==> src/rtl/pulse_layer_seq_if.sv <==
// Switch-matrix side of one pulse layer: start request in, status strobes and last-pass level out.
interface pulse_layer_seq_if;
  logic pulseEn;
  logic TriggerDelay;
  logic FbDelay;
  logic FallbackCatch;
  logic LayerEnd;
  logic LayerLast;

  modport master (
    output pulseEn,
    input  TriggerDelay, FbDelay, FallbackCatch, LayerEnd, LayerLast
  );

  modport slave (
    input  pulseEn,
    output TriggerDelay, FbDelay, FallbackCatch, LayerEnd, LayerLast
  );
endinterface

==> src/rtl/pulse_layer_seq.sv <==
// Per-layer pulse sequencer: trigger delay, pulse, feedback delay, feedback window, repeated per start.
//   state     | meaning
//   IDLE      | waiting for pulseEn; config latched on accept
//   TRIG_WAIT | counting trigger delay
//   PULSE     | pulseOut high for the pulse width
//   FB_WAIT   | counting feedback delay
//   FB_WINDOW | watching feedback until caught or window expires
//   LAYER_END | one-cycle pass end; repeat or return to IDLE
module pulse_layer_seq #(
  parameter int DW = 16,
  parameter int RW = 8
) (
  input  logic          clock,
  input  logic          reset_n,
  pulse_layer_seq_if.slave io,
  input  logic          io_abort,
  input  logic          io_feedback,
  input  logic [DW-1:0] io_cfgTrigDelay,
  input  logic [DW-1:0] io_cfgPulseWidth,
  input  logic [DW-1:0] io_cfgFbDelay,
  input  logic [DW-1:0] io_cfgFbWindow,
  input  logic [RW-1:0] io_cfgRepeat,
  output logic          io_pulseOut,
  output logic          io_busy,
  output logic          io_dropStrobe,
  output logic [RW-1:0] io_passCount
);

  typedef enum logic [2:0] {
    IDLE, TRIG_WAIT, PULSE, FB_WAIT, FB_WINDOW, LAYER_END
  } state_t;

  state_t state, stateNext;
  logic [DW-1:0] cnt, cntNext, cntDec;
  logic [DW-1:0] trigDly, pulseW, fbDly, fbWin;
  logic [RW-1:0] rep, passNext, passInc;
  logic trigStb, fbStb, fallStb, dropStb;
  logic trigNext, fbNext, fallNext, dropNext, latchCfg;

  // Counters hold clamped cfg minus one so a zero field still yields one cycle.
  function automatic logic [DW-1:0] clampM1(input logic [DW-1:0] x);
    return (x == '0) ? '0 : x - DW'(1);
  endfunction

  assign cntDec  = cnt - DW'(1);
  assign passInc = (io_passCount == '1) ? io_passCount : io_passCount + RW'(1);

  always_comb begin
    stateNext = state;
    cntNext   = cnt;
    passNext  = io_passCount;
    trigNext  = 1'b0;
    fbNext    = 1'b0;
    fallNext  = 1'b0;
    latchCfg  = 1'b0;
    dropNext  = io.pulseEn && (state != IDLE);
    if (io_abort) begin
      stateNext = IDLE;
      cntNext   = '0;
    end else begin
      case (state)
        IDLE: begin
          if (io.pulseEn) begin
            stateNext = TRIG_WAIT;
            cntNext   = clampM1(io_cfgTrigDelay);
            passNext  = '0;
            latchCfg  = 1'b1;
          end
        end
        TRIG_WAIT: begin
          if (cnt == '0) begin
            stateNext = PULSE;
            cntNext   = pulseW;
            trigNext  = 1'b1;
          end else begin
            cntNext = cntDec;
          end
        end
        PULSE: begin
          if (cnt == '0) begin
            stateNext = FB_WAIT;
            cntNext   = fbDly;
          end else begin
            cntNext = cntDec;
          end
        end
        FB_WAIT: begin
          if (cnt == '0) begin
            stateNext = FB_WINDOW;
            cntNext   = fbWin;
            fbNext    = 1'b1;
          end else begin
            cntNext = cntDec;
          end
        end
        FB_WINDOW: begin
          if (io_feedback) begin
            stateNext = LAYER_END;
            cntNext   = '0;
            passNext  = passInc;
          end else if (cnt == '0) begin
            stateNext = LAYER_END;
            fallNext  = 1'b1;
            passNext  = passInc;
          end else begin
            cntNext = cntDec;
          end
        end
        LAYER_END: begin
          if (io_passCount < rep) begin
            stateNext = TRIG_WAIT;
            cntNext   = trigDly;
          end else begin
            stateNext = IDLE;
          end
        end
        default: stateNext = IDLE;
      endcase
    end
  end

  always_ff @(posedge clock or negedge reset_n) begin
    if (!reset_n) begin
      state        <= IDLE;
      cnt          <= '0;
      trigDly      <= '0;
      pulseW       <= '0;
      fbDly        <= '0;
      fbWin        <= '0;
      rep          <= '0;
      io_passCount <= '0;
      trigStb      <= 1'b0;
      fbStb        <= 1'b0;
      fallStb      <= 1'b0;
      dropStb      <= 1'b0;
    end else begin
      state        <= stateNext;
      cnt          <= cntNext;
      io_passCount <= passNext;
      trigStb      <= trigNext;
      fbStb        <= fbNext;
      fallStb      <= fallNext;
      dropStb      <= dropNext;
      if (latchCfg) begin
        trigDly <= clampM1(io_cfgTrigDelay);
        pulseW  <= clampM1(io_cfgPulseWidth);
        fbDly   <= clampM1(io_cfgFbDelay);
        fbWin   <= clampM1(io_cfgFbWindow);
        rep     <= (io_cfgRepeat == '0) ? RW'(1) : io_cfgRepeat;
      end
    end
  end

  assign io_pulseOut      = (state == PULSE);
  assign io_busy          = (state != IDLE);
  assign io_dropStrobe    = dropStb;
  assign io.TriggerDelay  = trigStb;
  assign io.FbDelay       = fbStb;
  assign io.FallbackCatch = fallStb;
  assign io.LayerEnd      = (state == LAYER_END);
  // In LAYER_END the pass count already includes the finishing pass.
  assign io.LayerLast     = (state == LAYER_END) ? (io_passCount >= rep) :
                            ((state != IDLE) &&
                             (({1'b0, io_passCount} + (RW+1)'(1)) >= {1'b0, rep}));

endmodule
==> src/flat_wrapper.sv <==
// flat-port wrapper written by rule: the top's interface ports become plain ports
module pulse_layer_seq_flat 
#(
  parameter int DW = 16,
  parameter int RW = 8
)
  (clock, reset_n, io_abort, io_feedback, io_cfgTrigDelay, io_cfgPulseWidth, io_cfgFbDelay, io_cfgFbWindow, io_cfgRepeat, io_pulseOut, io_busy, io_dropStrobe, io_passCount, io_pulseEn, io_TriggerDelay, io_FbDelay, io_FallbackCatch, io_LayerEnd, io_LayerLast);
  pulse_layer_seq_if io_i ();
  input  logic clock;
  input  logic reset_n;
  input  logic io_abort;
  input  logic io_feedback;
  input  logic [DW-1:0] io_cfgTrigDelay;
  input  logic [DW-1:0] io_cfgPulseWidth;
  input  logic [DW-1:0] io_cfgFbDelay;
  input  logic [DW-1:0] io_cfgFbWindow;
  input  logic [RW-1:0] io_cfgRepeat;
  output logic io_pulseOut;
  output logic io_busy;
  output logic io_dropStrobe;
  output logic [RW-1:0] io_passCount;
  input wire logic [$bits(io_i.pulseEn)-1:0] io_pulseEn;
  output wire logic [$bits(io_i.TriggerDelay)-1:0] io_TriggerDelay;
  output wire logic [$bits(io_i.FbDelay)-1:0] io_FbDelay;
  output wire logic [$bits(io_i.FallbackCatch)-1:0] io_FallbackCatch;
  output wire logic [$bits(io_i.LayerEnd)-1:0] io_LayerEnd;
  output wire logic [$bits(io_i.LayerLast)-1:0] io_LayerLast;
  assign io_i.pulseEn = io_pulseEn;
  assign io_TriggerDelay = io_i.TriggerDelay;
  assign io_FbDelay = io_i.FbDelay;
  assign io_FallbackCatch = io_i.FallbackCatch;
  assign io_LayerEnd = io_i.LayerEnd;
  assign io_LayerLast = io_i.LayerLast;
  pulse_layer_seq #(.DW(DW), .RW(RW)) u_core (.clock(clock), .reset_n(reset_n), .io(io_i), .io_abort(io_abort), .io_feedback(io_feedback), .io_cfgTrigDelay(io_cfgTrigDelay), .io_cfgPulseWidth(io_cfgPulseWidth), .io_cfgFbDelay(io_cfgFbDelay), .io_cfgFbWindow(io_cfgFbWindow), .io_cfgRepeat(io_cfgRepeat), .io_pulseOut(io_pulseOut), .io_busy(io_busy), .io_dropStrobe(io_dropStrobe), .io_passCount(io_passCount));
endmodule
==> config.mk <==
export PLATFORM = sky130hd
export DESIGN_NAME = pulse_layer_seq_flat
export DESIGN_NICKNAME = d
export VERILOG_FILES = /design/src/rtl/pulse_layer_seq_if.sv /design/src/rtl/pulse_layer_seq.sv /design/src/flat_wrapper.sv
export SDC_FILE = /design/constraint.sdc
export NUM_CORES = 1
export LEC_CHECK = 0
export CORE_MARGIN = 8
export CORE_UTILIZATION = 56
export CTS_CLUSTER_SIZE = 10
export DETAILED_ROUTE_END_ITERATION = 10
export GPL_ROUTABILITY_DRIVEN = 0
export HOLD_SLACK_MARGIN = 0.03
export PLACE_DENSITY = 0.81
export SYNTH_ARGS = -nofsm -noshare
export SYNTH_HDL_FRONTEND = slang
export SYNTH_SLANG_ARGS = --single-unit
==> constraint.sdc <==
create_clock -name clock -period 3.3 [get_ports clock]
set_clock_uncertainty 0.2 [all_clocks]
set_input_delay 0.66 -clock clock [delete_from_list [all_inputs] [get_ports clock]]
set_output_delay 0.66 -clock clock [all_outputs]
set_load 0.005 [all_outputs]
**After elaboration in Yosys (flattened, before gate mapping)**

Cells that the tools add are included.

- Reduce and logical (&&, ||, !) cells: 15
- Add/sub/neg operators: 7
- Divide/modulo/power cells: 0
- Order comparisons: 3
- Shift-type cells: 0
- Bitwise logic cells: 1
- Mux-type cells: 40
- Eq/ne operators: 15
- $mul: 0

Operator list:

| cell | number |
|---|---|
| $mux 16 | 12 |
| $pmux 16 s6 | 1 |
| $logic_not 16->1 | 5 |
| $sub 16x1->16 const B | 5 |
| $mux 8 | 5 |
| $mux 3 | 7 |
| $pmux 3 s6 | 1 |
| $pmux 8 s2 | 1 |
| $ne 3x2->1 const B | 5 |
| $mux 1 | 13 |
| $add 8x1->9 const B | 1 |
| $ge 9x8->1 | 1 |
| $add 8x1->8 const B | 1 |
| $eq 8x8->1 const B | 1 |
| $ge 8x8->1 | 1 |
| $logic_not 8->1 | 1 |
| $lt 8x8->1 | 1 |
| $reduce_and 4->1 | 2 |
| $reduce_bool 7->1 | 1 |
| $eq 3x2->1 const B | 2 |
| $eq 3x3->1 const B | 2 |
| $reduce_and 5->1 | 1 |
| $ne 4x3->1 const B | 1 |
| $ne 4x4->1 const B | 1 |
| 8 further kinds | 9 |

- Latch bits: 0
- Input bits: 77
- Word-level logic and storage cells: 93
- Register bits after elaboration: 103
- Output and inout bits: 16
- Bits in read-only memories: 0
- RAM bits: 0
- Memories kept: 0

**Depth between registers and ports, before layout**

- Depth after elaboration: 5
- Mapped depth: 10
- Gate-level depth less buffers: 8

**Worst setup path before layout**

Ideal clock, no wire load.

- Path type: flip-flop to output port
- From: reg u_core.io_passCount[0]
- To: out io_LayerLast
- Data required time: 2.440 ns
- Stages on the path, launching flop included: 9
- Path slack: 0.642 ns
- Buffers on the path: 0
- Arrival: 1.798 ns
- Path through: dfrtp_1 > ha_1 > ha_1 > a21boi_0 > o21a_1 > o21ai_0 > a21oi_1 > nor4_1 > nor3_1

- Cells in the longest elaborated chain, start to end: 4
- Elaborated cells on any way between the ends: 5
- Classes of those cells: 1 x add/sub; 2 x order compare; 1 x mux; 1 x reduce/logical

RTL lines:

| item | line | text |
|---|---|---|
| start, declared | pulse_layer_seq.sv:26 | `output logic [RW-1:0] io_passCount` |
| start signal, assigned | pulse_layer_seq.sv:139 | `io_passCount <= passNext;` |
| $add 8x1->9 | pulse_layer_seq.sv:164 | `(({1'b0, io_passCount} + (RW+1)'(1)) >= {1'b0, rep}));` |
| $ge 9x8->1 | pulse_layer_seq.sv:164 |  |
| $logic_and 1x1->1 | pulse_layer_seq.sv:163 | `((state != IDLE) &&` |
| $mux 1 * | pulse_layer_seq.sv:162 | `assign io.LayerLast = (state == LAYER_END) ? (io_passCount >= rep) :` |
| end, declared | flat_wrapper.sv:27 | `output wire logic [$bits(io_i.LayerLast)-1:0] io_LayerLast;` |

Every way passes the cells marked *; elsewhere a longest branch is shown, timed or not.

**Final worst setup path**

Same ends and word-level chain as after synthesis.

==> summary.txt <==
Run status
  – Status: finished clean

Synthesis
  – Synth cell count leaders: 106 x nand2_1, 103 x dfrtp_1, 81 x nor2_1
  – Number of synthesized flops with an enable pin: 0
  – Synth Instances: between 800 and 900
  – FFs w/ async S/R, synth: 100%
  – Top_reg_cell synth: dfrtp_1
  – Cell with the most instances after synthesis: nand2_1
  – Distinct cells, synth: 70
  – Ys Warns: 0
  – Synth area leader: dfrtp_1
  – Cell Area, Synth: around 6900 µm²
  – Synthesized net count: between 900 and 1,000
  – Yosys reg bits: about 100
  – Yosys top cell area share: 37.4%
  – Most area-consuming cells after synthesis: dfrtp_1 37%, nand2_1 5.8%, xnor2_1 4.7%
  – Post-synthesis sequential area ratio: a little under two fifths
  – Synthesized area per cell: approximately 8.5 µm²

Worst setup path
  – Required time of the critical path: approximately 2400 ps
  – Worst path depth: 12
  – RR Startpoint: u_core.state[1]$_DFFE_PN0P_
  – Top cell by count, worst path: buf_4
  – Worst setup path endpoint: io_LayerLast
  – Reg2reg path depth: 7
  – FF-to-FF setup slack: 530 ps
  – CP max-delay cell: dfrtp_1
  – Crit Path Class: reg -> out
  – Crit-path leading delay family: buffers and inverters
  – R2R Path End: u_core.cnt[3]$_DFFE_PN0P_
  – Setup crit start: u_core.io_passCount[0]$_DFFE_PN0P_
  – CP max stage delay: between 400 and 500 ps
  – Critical path, cell by cell: buf_4 -> buf_4 -> buf_4 -> inv_2 -> ha_4 -> a21boi_2 -> o21a_1 -> o21ai_1 -> a21oi_1 -> nor4_2 -> nor3_1 -> buf_2
  – Startpoint types: flip-flop
  – Crit path DAT: about 2300 ps
  – Critical path peak fanout: 4
  – Buf/Inv on CP: 5
  – Critical Path Sink Type: output port

Die
  – Die height: around 130 µm
  – Die area: around 16,000 µm²
  – Starting density of the core: 57.4%
  – I/O pins: just over 90
  – # rows: 40
  – Core area: about 12,000 µm²
  – Die Wd: about 130 µm

Global routing
  – Initial antenna violation count: 0
  – Grt ovf: 0
  – Largest net degree at the start of global routing: 54
  – First-pass GRT wire length: 32,200 µm
  – GRT Total Usage: 24.2%
  – Vias in the first global route: about 6,600

STA
  – F_max: approximately 310 MHz
  – Fin crit share: approximately 100%
  – Final WS setup: slightly below 100 ps
  – Endpoints failing hold: 0
  – Final hold slack: 149 ps
  – Final period demand of the worst path: 3200 ps
  – # setup viols final: 0
  – Pins Over Slew Limit: 0
  – Final setup TNS: 0 ps
  – Worst-margin pin slew: between 600 and 700 ps
  – Relative slew slack: a little over half

Final layout
  – Final instance area: approximately 8500 µm²
  – Diodes inserted: 0
  – Area grow syn2layout: 22.6%
  – Non-filler cells, final: ~1,100
  – Share of layout cells above drive strength 1: between 10% and 20%
  – Fill count: around 930
  – NumNets Final: about 1,000

Place
  – Pre-CTS setup slack: about 77 ps
  – Number of port buffers: slightly above 90
  – Final HPWL DP: between 10,000 and 15,000 µm
  – DP Cell Count: between 1,000 and 1,500
  – Placed cell areas: 8060 µm²

Clock network
  – CTS tree: done
  – Deepest clock path buffer count: 2
  – Num CTS Buffers: 9
  – Clock-pin slew on the worst setup and hold paths: roughly 70 ps
  – Worst skew pair latency: between 300 and 400 ps
  – TritonCTS Sinks: a little over 100
  – H-tree depth: 3
  – CTS root buf: clkbuf_16

Route
  – Vias/cell: roughly 6.2
  – DRT antenna net count: 0
  – Drt drc: 0
  – DR pass1 iterations: 5
  – Wire length per cell: 18.6 µm
  – Final wirelength: a little under 20,000 µm
  – Violation count after the first detailed-route iteration: 570
  – Via count: ~6,600

Min path
  – Min-delay worst type: in -> async

Pwr
  – Pwr/cell area: around 720 nW/µm²
  – Worst vdd ir: approximately 0.39 mV
  – P_leak: around 3.4 nW

Run
  – Max_cap viols: 0
power breakdown:
group	total [mW]	switching, mW	internal [mW]
logic	2.71	1.58	1.13
clock network	1.08	0.470	0.610
registers	2.26	0.471	1.79
total	6.05	2.52	3.53
flip-flops by register name (all words and copies together) (netlist names):
name                     cells
u_core.trigDly              16
u_core.pulseW               16
u_core.io.TriggerDelay       1
u_core.fbDly                16
u_core.io.FallbackCatch      1
u_core.fbWin                16
u_core.io.FbDelay            1
u_core.cnt                  16
u_core.rep                   8
u_core.io_passCount          8
u_core.io_dropStrobe         1
u_core.state                 3
cell usage in the layout (no fill, tap or decap), types with 18 or more instances in the layout:
master,instances
a21oi_1,55
buf_4,40
clkdlybuf4s50_1,90
dfrtp_1,103
ha_1,21
inv_1,21
mux2i_1,18
nand2_1,105
nor2_1,80
nor3_1,22
o21ai_0,62
o21ai_1,32
xnor2_1,35
worst min-delay path by stage:
stage | start | to | slack, ps
after floorplan | reset_n | u_core.cnt[0]$_DFFE_PN0P_ | 160
after CTS | reset_n | u_core.trigDly[2]$_DFFE_PN0P_ | 180
final | reset_n | u_core.trigDly[0]$_DFFE_PN0P_ | 150
after global routing | reset_n | u_core.trigDly[2]$_DFFE_PN0P_ | 210
after detailed placement | u_core.trigDly[5]$_DFFE_PN0P_ | u_core.trigDly[5]$_DFFE_PN0P_ | 260
after global placement | u_core.fbDly[10]$_DFFE_PN0P_ | u_core.fbDly[10]$_DFFE_PN0P_ | 260
logic make-up after synthesis:
family | Yosys count | synth area share [%]
buf+inv | 68 | 4.48
mux | 19 | 2.77
xor+xnor | 53 | 6.73
flops | 103 | 37.4
fa+ha+maj | 23 | 4.17
simple gates | 322 | 24.4
compound gates | 224 | 20.1
per-layer routing:
| layer | routed length, µm | vias to the layer above | track usage [%] |
|---|---|---|---|
| met1 | 8230 | 3160 | 29.8 |
| met4 | 537 | 0 | 10.5 |
| met3 | 1410 | 59 | 4.49 |
| li1 | - | 3110 | - |
| met2 | 9560 | 295 | 40.9 |
| met5 | 0 | - | 0 |
worst reg2reg max path, stage by stage (launching register included):
cell and delay (ps):
dfrtp_1 490, buf_4 510, mux2i_1 360, nor2_1 100
a21oi_1 290, nor2_1 80, or3_1 380, a32o_1 260
repair_timing:
| item | in CTS | in global routing |
|---|---|---|
| buffers inserted | 2 | 4 |
| hold buffers | 0 | 0 |
| gates resized for setup | 5 | 13 |
| gates cloned | 0 | 0 |
| endpoints found under the hold margin | 0 | 0 |
| endpoints found under the setup margin | 1 | 1 |
| pin swaps | 2 | 8 |
metrics by stage:
| stage | util [%] | power, mW |
|---|---|---|
| after floorplan | - | 4.01 |
| after global placement | 67.1 | 4.77 |
| after detailed placement | 67.1 | 4.87 |
| after CTS | 69.8 | 5.97 |
| after global routing | 70.4 | 6.44 |
| final | 70.4 | 6.05 |
area by class of cell:
type                       count  area (µm²)  area share, %
clock buffer                  11         243           2.87
inverter                      25        93.8           1.11
timing repair buffer         132        1230           14.5
multi-input combinational    641        4080           48.2
tap                          147         184           2.17
clock inverter                 5        56.3          0.666
sequential                   103        2580           30.5
(Power assumes the default switching activity.)
